### src/rtl/alu_reg_pipe_if.sv
// Operand/opcode request and result/flag response handshakes for alu_reg_pipe.
interface alu_reg_pipe_if #(
  parameter int N = 8
) ();
  logic         in_valid;
  logic         in_ready;
  logic [N-1:0] a;
  logic [N-1:0] b;
  logic [3:0]   alu_ctrl;
  logic         out_valid;
  logic         out_ready;
  logic [N-1:0] result;
  logic         flag_z;
  logic         flag_n;
  logic         flag_c;
  logic         flag_v;
  logic         err;

  modport master (
    output in_valid, a, b, alu_ctrl, out_ready,
    input  in_ready, out_valid, result,
    input  flag_z, flag_n, flag_c, flag_v, err
  );

  modport slave (
    input  in_valid, a, b, alu_ctrl, out_ready,
    output in_ready, out_valid, result,
    output flag_z, flag_n, flag_c, flag_v, err
  );
endinterface

### src/rtl/alu_reg_pipe.sv
// Registered ALU with accumulator, shifts and optional shift-add multiplier.
// Define ALU_REG_PIPE_MUL_EN to build the iterative MUL (opcode 1100).
module alu_reg_pipe #(
  parameter int N   = 8,
  parameter int SHW = $clog2(N)
) (
  input logic           clk,
  input logic           rst_n,
  alu_reg_pipe_if.slave io
);
  logic [N-1:0]   result_q, result_d;
  logic [N-1:0]   acc_q, acc_d;
  logic           fz_q, fz_d, fn_q, fn_d;
  logic           fc_q, fc_d, fv_q, fv_d;
  logic           err_q, err_d;
  logic           out_valid_q, out_valid_d;
  logic [N-1:0]   r;
  logic           c, v, e;
  logic [N:0]     add_s, sub_s, acc_s, shl_x, shr_x;
  logic [SHW-1:0] sh;
  logic           out_free, accept;

`ifdef ALU_REG_PIPE_MUL_EN
  localparam int CW = $clog2(N + 1);
  typedef enum logic [1:0] {S_IDLE, S_MUL, S_DONE} state_t;
  state_t       state_q, state_d;
  logic [N-1:0] mcand_q, mcand_d, mplier_q, mplier_d;
  logic [N-1:0] prod_q, prod_d;
  logic [CW-1:0] cnt_q, cnt_d;

  assign io.in_ready = (state_q == S_IDLE) & out_free;
`else
  assign io.in_ready = out_free;
`endif

  assign out_free = ~out_valid_q | io.out_ready;
  assign accept   = io.in_valid & io.in_ready;
  assign sh       = io.b[SHW-1:0];
  assign add_s    = {1'b0, io.a} + {1'b0, io.b};
  assign sub_s    = {1'b0, io.a} - {1'b0, io.b};
  assign acc_s    = {1'b0, acc_q} + {1'b0, io.a};
  assign shl_x    = {1'b0, io.a} << sh;
  assign shr_x    = {io.a, 1'b0} >> sh;

  always_comb begin
    r = '0;
    c = 1'b0;
    v = 1'b0;
    e = 1'b0;
    unique case (io.alu_ctrl)
      4'h0: r = ~io.a;
      4'h1: r = io.a & io.b;
      4'h2: r = io.a | io.b;
      4'h3: r = io.a ^ io.b;
      4'h4: begin
        r = add_s[N-1:0];
        c = add_s[N];
        v = (io.a[N-1] == io.b[N-1]) && (add_s[N-1] != io.a[N-1]);
      end
      4'h5: begin
        r = sub_s[N-1:0];
        c = sub_s[N];
        v = (io.a[N-1] != io.b[N-1]) && (sub_s[N-1] != io.a[N-1]);
      end
      4'h6: r = {{(N-1){1'b0}}, io.a <  io.b};
      4'h7: r = {{(N-1){1'b0}}, io.a <= io.b};
      4'h8: r = {{(N-1){1'b0}}, io.a >  io.b};
      4'h9: r = {{(N-1){1'b0}}, io.a >= io.b};
      4'hA: r = {{(N-1){1'b0}}, io.a == io.b};
      4'hB: r = {{(N-1){1'b0}}, io.a != io.b};
`ifdef ALU_REG_PIPE_MUL_EN
      4'hC: r = '0;
`else
      4'hC: e = 1'b1;
`endif
      4'hD: begin
        r = shl_x[N-1:0];
        c = shl_x[N];
      end
      4'hE: begin
        r = shr_x[N:1];
        c = shr_x[0];
      end
      4'hF: begin
        r = acc_s[N-1:0];
        c = acc_s[N];
        v = (acc_q[N-1] == io.a[N-1]) && (acc_s[N-1] != acc_q[N-1]);
      end
    endcase
  end

  always_comb begin
    result_d    = result_q;
    fz_d        = fz_q;
    fn_d        = fn_q;
    fc_d        = fc_q;
    fv_d        = fv_q;
    err_d       = err_q;
    acc_d       = acc_q;
    out_valid_d = out_valid_q & ~io.out_ready;
`ifdef ALU_REG_PIPE_MUL_EN
    state_d  = state_q;
    mcand_d  = mcand_q;
    mplier_d = mplier_q;
    prod_d   = prod_q;
    cnt_d    = cnt_q;
`endif
    if (accept) begin
`ifdef ALU_REG_PIPE_MUL_EN
      if (io.alu_ctrl == 4'hC) begin
        mcand_d  = io.a;
        mplier_d = io.b;
        prod_d   = '0;
        cnt_d    = CW'(N);
        state_d  = S_MUL;
      end else
`endif
      begin
        result_d    = r;
        fz_d        = ~|r;
        fn_d        = r[N-1];
        fc_d        = c;
        fv_d        = v;
        err_d       = e;
        out_valid_d = 1'b1;
        if (io.alu_ctrl == 4'hF) acc_d = acc_s[N-1:0];
      end
    end
`ifdef ALU_REG_PIPE_MUL_EN
    unique case (state_q)
      S_MUL: begin
        prod_d   = prod_q + (mplier_q[0] ? mcand_q : '0);
        mcand_d  = mcand_q << 1;
        mplier_d = mplier_q >> 1;
        cnt_d    = cnt_q - 1'b1;
        if (cnt_q == CW'(1)) state_d = S_DONE;
      end
      S_DONE: begin
        if (out_free) begin
          result_d    = prod_q;
          fz_d        = ~|prod_q;
          fn_d        = prod_q[N-1];
          fc_d        = 1'b0;
          fv_d        = 1'b0;
          err_d       = 1'b0;
          out_valid_d = 1'b1;
          state_d     = S_IDLE;
        end
      end
      default: ;
    endcase
`endif
  end

  always_ff @(posedge clk or negedge rst_n) begin
    if (!rst_n) begin
      result_q    <= '0;
      acc_q       <= '0;
      fz_q        <= 1'b0;
      fn_q        <= 1'b0;
      fc_q        <= 1'b0;
      fv_q        <= 1'b0;
      err_q       <= 1'b0;
      out_valid_q <= 1'b0;
    end else begin
      result_q    <= result_d;
      acc_q       <= acc_d;
      fz_q        <= fz_d;
      fn_q        <= fn_d;
      fc_q        <= fc_d;
      fv_q        <= fv_d;
      err_q       <= err_d;
      out_valid_q <= out_valid_d;
    end
  end

`ifdef ALU_REG_PIPE_MUL_EN
  always_ff @(posedge clk or negedge rst_n) begin
    if (!rst_n) begin
      state_q  <= S_IDLE;
      mcand_q  <= '0;
      mplier_q <= '0;
      prod_q   <= '0;
      cnt_q    <= '0;
    end else begin
      state_q  <= state_d;
      mcand_q  <= mcand_d;
      mplier_q <= mplier_d;
      prod_q   <= prod_d;
      cnt_q    <= cnt_d;
    end
  end
`endif

  assign io.out_valid = out_valid_q;
  assign io.result    = result_q;
  assign io.flag_z    = fz_q;
  assign io.flag_n    = fn_q;
  assign io.flag_c    = fc_q;
  assign io.flag_v    = fv_q;
  assign io.err       = err_q;
endmodule

### src/flat_wrapper.sv
// flat-port wrapper written by rule: the top's interface ports become plain ports
module alu_reg_pipe_flat 
#(
  parameter int N   = 8,
  parameter int SHW = $clog2(N)
)
  (clk, rst_n, io_in_valid, io_a, io_b, io_alu_ctrl, io_out_ready, io_in_ready, io_out_valid, io_result, io_flag_z, io_flag_n, io_flag_c, io_flag_v, io_err);
  alu_reg_pipe_if #(.N(N)) io_i ();
  input logic clk;
  input logic rst_n;
  input wire logic [$bits(io_i.in_valid)-1:0] io_in_valid;
  input wire logic [$bits(io_i.a)-1:0] io_a;
  input wire logic [$bits(io_i.b)-1:0] io_b;
  input wire logic [$bits(io_i.alu_ctrl)-1:0] io_alu_ctrl;
  input wire logic [$bits(io_i.out_ready)-1:0] io_out_ready;
  output wire logic [$bits(io_i.in_ready)-1:0] io_in_ready;
  output wire logic [$bits(io_i.out_valid)-1:0] io_out_valid;
  output wire logic [$bits(io_i.result)-1:0] io_result;
  output wire logic [$bits(io_i.flag_z)-1:0] io_flag_z;
  output wire logic [$bits(io_i.flag_n)-1:0] io_flag_n;
  output wire logic [$bits(io_i.flag_c)-1:0] io_flag_c;
  output wire logic [$bits(io_i.flag_v)-1:0] io_flag_v;
  output wire logic [$bits(io_i.err)-1:0] io_err;
  assign io_i.in_valid = io_in_valid;
  assign io_i.a = io_a;
  assign io_i.b = io_b;
  assign io_i.alu_ctrl = io_alu_ctrl;
  assign io_i.out_ready = io_out_ready;
  assign io_in_ready = io_i.in_ready;
  assign io_out_valid = io_i.out_valid;
  assign io_result = io_i.result;
  assign io_flag_z = io_i.flag_z;
  assign io_flag_n = io_i.flag_n;
  assign io_flag_c = io_i.flag_c;
  assign io_flag_v = io_i.flag_v;
  assign io_err = io_i.err;
  alu_reg_pipe #(.N(N), .SHW(SHW)) u_core (.clk(clk), .rst_n(rst_n), .io(io_i));
endmodule
### config.mk
export PLATFORM = sky130hd
export DESIGN_NAME = alu_reg_pipe_flat
export DESIGN_NICKNAME = d
export VERILOG_FILES = /design/src/rtl/alu_reg_pipe_if.sv /design/src/rtl/alu_reg_pipe.sv /design/src/flat_wrapper.sv
export SDC_FILE = /design/constraint.sdc
export NUM_CORES = 1
export LEC_CHECK = 0
export ABC_AREA = 1
export CAP_MARGIN = 10
export CORE_MARGIN = 2
export CORE_UTILIZATION = 45
export DETAILED_ROUTE_END_ITERATION = 16
export PLACE_DENSITY_LB_ADDON = 0.12
export SLEW_MARGIN = 20
export SYNTH_ARGS = -nofsm -noshare
export SYNTH_HDL_FRONTEND = slang
export SYNTH_SLANG_ARGS = --single-unit
export TNS_END_PERCENT = 5
### constraint.sdc
create_clock -name clk -period 1.93 [get_ports clk]
set_clock_uncertainty 0.15 [all_clocks]
set_input_delay 0.386 -clock clk [delete_from_list [all_inputs] [get_ports clk]]
set_output_delay 0.386 -clock clk [all_outputs]
set_load 0.03 [all_outputs]
# Word level (Yosys, flattened, before mapping)
# Index checks and enable logic that the tools add are counted.
[totals]
wordCells = 61
out_inout_bits = 15
input_bits = 24
register_bits = 22
[classes]
eq_ne = 23
mux = 5
reduce_logical = 7
n_addsub = 3
bitwise_logic = 9
magnitude_cmp = 4
n_shift = 2
[ops]
columns = ["op", "n"]
rows = [
  ["$pmux 8 s15", 1],
  ["$eq 4x4->1 const B", 8],
  ["$add 8x8->9", 2],
  ["$eq 4x3->1 const B", 4],
  ["$shl 8x3->9", 1],
  ["$shr 9x3->9", 1],
  ["$sub 8x8->9", 1],
  ["$and 8x8->8", 1],
  ["$eq 4x2->1 const B", 2],
  ["$eq 8x8->1", 1],
  ["$ge 8x8->1", 1],
  ["$gt 8x8->1", 1],
  ["$le 8x8->1", 1],
  ["$lt 8x8->1", 1],
  ["$ne 8x8->1", 1],
  ["$not 8->8", 1],
  ["$or 8x8->8", 1],
  ["$reduce_or 8->1", 1],
  ["$xor 8x8->8", 1],
  ["$pmux 1 s5", 1],
  ["$eq 4x1->1 const B", 1],
  ["$logic_not 4->1", 1],
  ["$ne 1x1->1", 4],
  ["$logic_and 1x1->1", 3],
  ["8 further kinds", 12],
]

# Longest topological paths before layout
# Gate-level depths: netlist (run 1).
[logic_depth]
word_depth = 4
mapped_depth = 17
mapped_depth_nobuf = 16

# Least setup slack after synthesis (run 1)
# OpenSTA, ideal clock, no wires.
[synth_timing]
path_kind = "input-to-reg"
startpoint = "in io_b[1]"
endpoint = "reg u_core.fz_q, in the netlist u_core.io.flag_z"
slack_ns = -0.399
required_time_ns = 1.663
arrival_ns = 2.063
n_path_buf = 2
stages = 16
setup_time_ns = 0.117
cell_sequence = "buf_2 > inv_1 > clkbuf_1 > ha_1 > nor2_1 > nand3_1 > nand3_1 > nand2_1 > nand2_1 > nand2_1 > nand2_1 > nand2_1 > nand3_1 > nor2_1 > nand2_1 > nand2_1"
[synth_via]
elab_chain_len = 4
word_cells_on_any_way = 16
cone_classes = "add/sub (2); order compare (4); eq/ne (2); shift (2); mux (1); bitwise (3); reduce/logical (2)"
[synth_lines]
columns = ["item", "line_no", "rtl"]
rows = [
  ["start: declaration", "flat_wrapper.sv:13", "input wire logic [$bits(io_i.b)-1:0] io_b;"],
  ["$sub 8x8->9, or another cell as far along", "alu_reg_pipe.sv:40", "assign sub_s = {1'b0, io.a} - {1'b0, io.b};"],
  ["$pmux 8 s15 (*)", "alu_reg_pipe.sv:50", "unique case (io.alu_ctrl)"],
  ["$reduce_or 8->1 (*)", "alu_reg_pipe.sv:120", "fz_d = ~|r;"],
  ["$logic_not 1->1 (*)", "alu_reg_pipe.sv:120", ""],
  ["end signal: assignment", "alu_reg_pipe.sv:168", "fz_q <= fz_d;"],
  ["end: declaration", "alu_reg_pipe.sv:13", "logic fz_q, fz_d, fn_q, fn_d;"],
]
# Every way passes the cells marked *; elsewhere a longest branch is shown, timed or not.
# A chain may end at the register's enable or synchronous reset.

# Final worst setup path (run 1)
[layout_timing]
startpoint = "reg u_core.acc_q[0]"
endpoint = "reg u_core.fz_q, in the netlist u_core.io.flag_z"
[layout_via]
elab_chain_len = 4
[layout_lines]
columns = ["item", "line_no", "rtl"]
rows = [
  ["start: declaration", "alu_reg_pipe.sv:12", "logic [N-1:0] acc_q, acc_d;"],
  ["start signal: assignment", "alu_reg_pipe.sv:158", "acc_q <= '0;"],
  ["start signal: assignment", "alu_reg_pipe.sv:167", "acc_q <= acc_d;"],
  ["$add 8x8->9", "alu_reg_pipe.sv:41", "assign acc_s = {1'b0, acc_q} + {1'b0, io.a};"],
  ["$pmux 8 s15", "alu_reg_pipe.sv:50", ""],
  ["$reduce_or 8->1", "alu_reg_pipe.sv:120", ""],
  ["$logic_not 1->1", "alu_reg_pipe.sv:120", ""],
]
# No other way between the ends.

==> results_dict.tcl, run 1 <==
set metrics [dict create \
    status "finished with violations" \
    violations "setup timing" \
    syn-instance-count 575 \
    path_max_fanout 2 \
    irDropWorstVdd_v 0.000737 \
    end_kind "register" \
    wirelength_um 12700 \
    final_nets 793 \
    synth_seq_cells 21 \
    start_kind "register" \
    grt_setup_unrepaired "yes" \
    grt_pass1_wl_um 20400 \
    numPortBuffers 38 \
    dieHeight_um 88.8 \
    design_area_sq_mm 0.00504 \
    syn_area_sq_mm 0.00324 \
    cpPeakStageDelay_ps 370 \
    synth.distinct_cells 29 \
    path_clk_slew_ps 80 \
    yosys_warnings 0 \
    die-area_sq_mm 0.00788 \
    timing.final.ws_setup_ps -238 \
    r2r_end "u_core.io.flag_z" \
    holdWs_ps 317 \
    drive_gt1_share_pct 32.4 \
    die_x_um 88.8 \
    synth_area_leaders "nand2_1 (25%), dfrtp_1 (16%), ha_1 (13%), nand3_1 (12%), nor2_1 (7.3%)" \
    yosys_most_used_dff "dfrtp_1" \
    min_period_over_period_pct 112 \
    seq_area_frac_synth_pct 16.2 \
    path_cells "ha_2 > inv_2 > fa_2 > inv_2 > nand2_2 > nand2_2 > nor2_1 > nor2_1 > nand2_1 > nor2_1 > nand3_1 > nor2_1 > nand3_1 > nor2_1 > nand2_1 > nand2_1" \
    p_leak_nw 2.70 \
    start_util_pct 47.1 \
    fin_util_pct 73.4 \
    area_delta_synth_final_pct 55.7 \
    r2r_setup_slack_ps -240 \
    synth_top_family_by_area "simple AND/OR/NAND/NOR gates" \
    swShare_pct 44.1 \
    synth.avg_cell_area_sq_um 5.63 \
    critical_path.top_delay_family "simple AND/OR/NAND/NOR gates" \
    critPathKind "reg2reg" \
    placed_area_sq_mm 0.00462 \
    placed_cells 819 \
    htreeDepth 1 \
    setup_violations 11 \
    grt_overflow 0 \
    pwr-share-seq_pct 21.6 \
    via_per_inst 5.29 \
    diodes 0 \
    worstHoldPathType "in2async" \
    required_ps 2000 \
    synthXorXnorAreaFrac_pct 1.35 \
    synthTopCellsByCount "nand2_1 (216), nand3_1 (76), nor2_1 (63)" \
    reg2reg_depth 16 \
    place_ws_ps -1110 \
    cp_common_cell "nor2_1" \
    vias 4378 \
    worst_pin_slew_ps 482 \
    synth_compound_area_share_pct 8.04 \
    timing.slew.headroom_pct 67.8 \
    cts_max_path_buffers 2 \
    place.gp.congestion 1.06 \
    timing.max_cap.violations 0 \
    core_area_sq_mm 0.00687 \
    final.setup.tns_ps -1370 \
    synthAdderAreaFrac_pct 14.6 \
    placementRows 30 \
    synth_most_common_cell "nand2_1" \
    power_density_mw_per_mm2 578 \
    power_switching_mw 1.29 \
    yosysTopAreaCell "nand2_1" \
    synth_top_area_share_pct 25.1 \
    slowest_stage "dfrtp_1" \
    cts_tree "yes" \
    crit_buf_inv 2 \
    cts_root_buf "clkbuf_8" \
    dp_hpwl_um 10100 \
    p_int_mw 1.63 \
    min_period_ps 2170 \
    pwr-share-comb_pct 67.9 \
    hold_viol 0 \
    synth_edf_count 0 \
    drt_iter0_markers 335 \
    drt-pass1-iter-count 5 \
    synth-simple-area-share_pct 49.3 \
    timing.fmax_mhz 461 \
    async_flop_share_pct 100 \
    reg2reg_from "u_core.acc_q[0]" \
    numCtsBuffers 3 \
    p_total_mw 2.91 \
    instances_no_fill 828 \
    report.final.slew_viol_count 0 \
    grt_usage_pct 34.2 \
    pwr-share-clk_pct 10.5 \
    numClockSinks 21 \
    wl_per_cell_um 15.4 \
    critPathArrivalTime_ps 2230 \
    synth_nets 635 \
    drc 0 \
    pin_count 39 \
    muxShareOfSynthArea_pct 0 \
    antenna_found_initial 0 \
    drtAntennaViolNets 0 \
    first_global_vias 4278 \
    grt_max_degree 22 \
    clk_latency_ps 270 \
]
## cells by family after synthesis
| family | after synthesis |
|---|---|
| AO/OA/AOI/OAI | 48 |
| XOR/XNOR | 5 |
| adder cells (fa/ha/maj) | 36 |
| buffers and inverters | 86 |
| flip-flops | 21 |
| AND/OR/NAND/NOR | 379 |
## state kept, by name (all words and copies together) (netlist names)
signal and flops:
u_core.acc_q 8, u_core.io.result 7, u_core.io.err 1, u_core.io.flag_c 1
u_core.io.flag_n 1, u_core.io.flag_v 1, u_core.io.flag_z 1, u_core.io.out_valid 1
## layer usage
| metal | global-route usage, % | share of wire, % |
|---|---|---|
| met1 | 41.9 | 41 |
| met2 | 57.6 | 47 |
| met3 | 7.84 | 8.1 |
| met4 | 14.2 | 3.9 |
| met5 | 0 | 0 |
## how the worst max path moves through the flow
| stage | to | cells past startpoint | start |
|---|---|---|---|
| 6_report | u_core.io.flag_z | 16 | u_core.acc_q[0] |
| 5_1_grt | u_core.io.flag_z | 16 | u_core.acc_q[0] |
| 4_1_cts | u_core.io.flag_z | 16 | u_core.acc_q[0] |
| 3_5_place_dp | u_core.io.flag_c | 13 | io_a[0] |
| 3_3_place_gp | u_core.io.flag_c | 13 | io_a[0] |
| 2_1_floorplan | u_core.io.flag_z | 14 | io_b[1] |
## area by class of cell
| cell class | count | area (sq um) |
|---|---|---|
| Multi-Input combinational cell | 468 | 2740 |
| Fill cell | 607 | 1830 |
| Timing Repair Buffer | 165 | 1330 |
| Sequential cell | 21 | 526 |
| Inverter | 74 | 283 |
| Tap cell | 96 | 120 |
| Clock buffer | 3 | 41.3 |
| Clock inverter | 1 | 5.00 |
## power groups by stage
stage / clock, mW / combinational (mW) / sequential [mW]
3_5_place_dp: 0 / 1.69 / 0.618
4_1_cts: 0.312 / 1.89 / 0.629
3_3_place_gp: 0 / 1.66 / 0.616
6_report: 0.307 / 1.98 / 0.629
2_1_floorplan: 0 / 0.840 / 0.676
5_1_grt: 0.320 / 2.18 / 0.639
## placed cells by master (no fill, tap or decap), types with 5 or more instances in the layout
cell type and n:
nand2_1 209, a21oi_2 6, nor2_2 20, dfrtp_1 21
buf_4 123, nand3b_1 5, nor2_4 5, dlygate4sd2_1 13
ha_4 14, inv_2 28, ha_1 16, o21ai_1 8
a21oi_1 9, nand2_2 7, nor2_1 45, o21ai_0 16
nand3_1 68, nand4_1 6, nand3_2 8, inv_1 42
clkdlybuf4s50_1 17
## timing repair
| item | in CTS | in global routing |
|---|---|---|
| setup buffers | 4 | 1 |
| gates resized for setup | 118 | 13 |
| pin swaps | 32 | 8 |
| cloned | 0 | 0 |
| hold buffers | 0 | 0 |
| endpoints found under the setup margin | 19 | 15 |
(Power assumes the default switching activity.)
==> run 2, diff against run 1 <==
Settings changed: CAP_MARGIN 10 to 20.
==> results of run 2 <==
No change in the layout: final DEF, timing and power equal those of run 1.
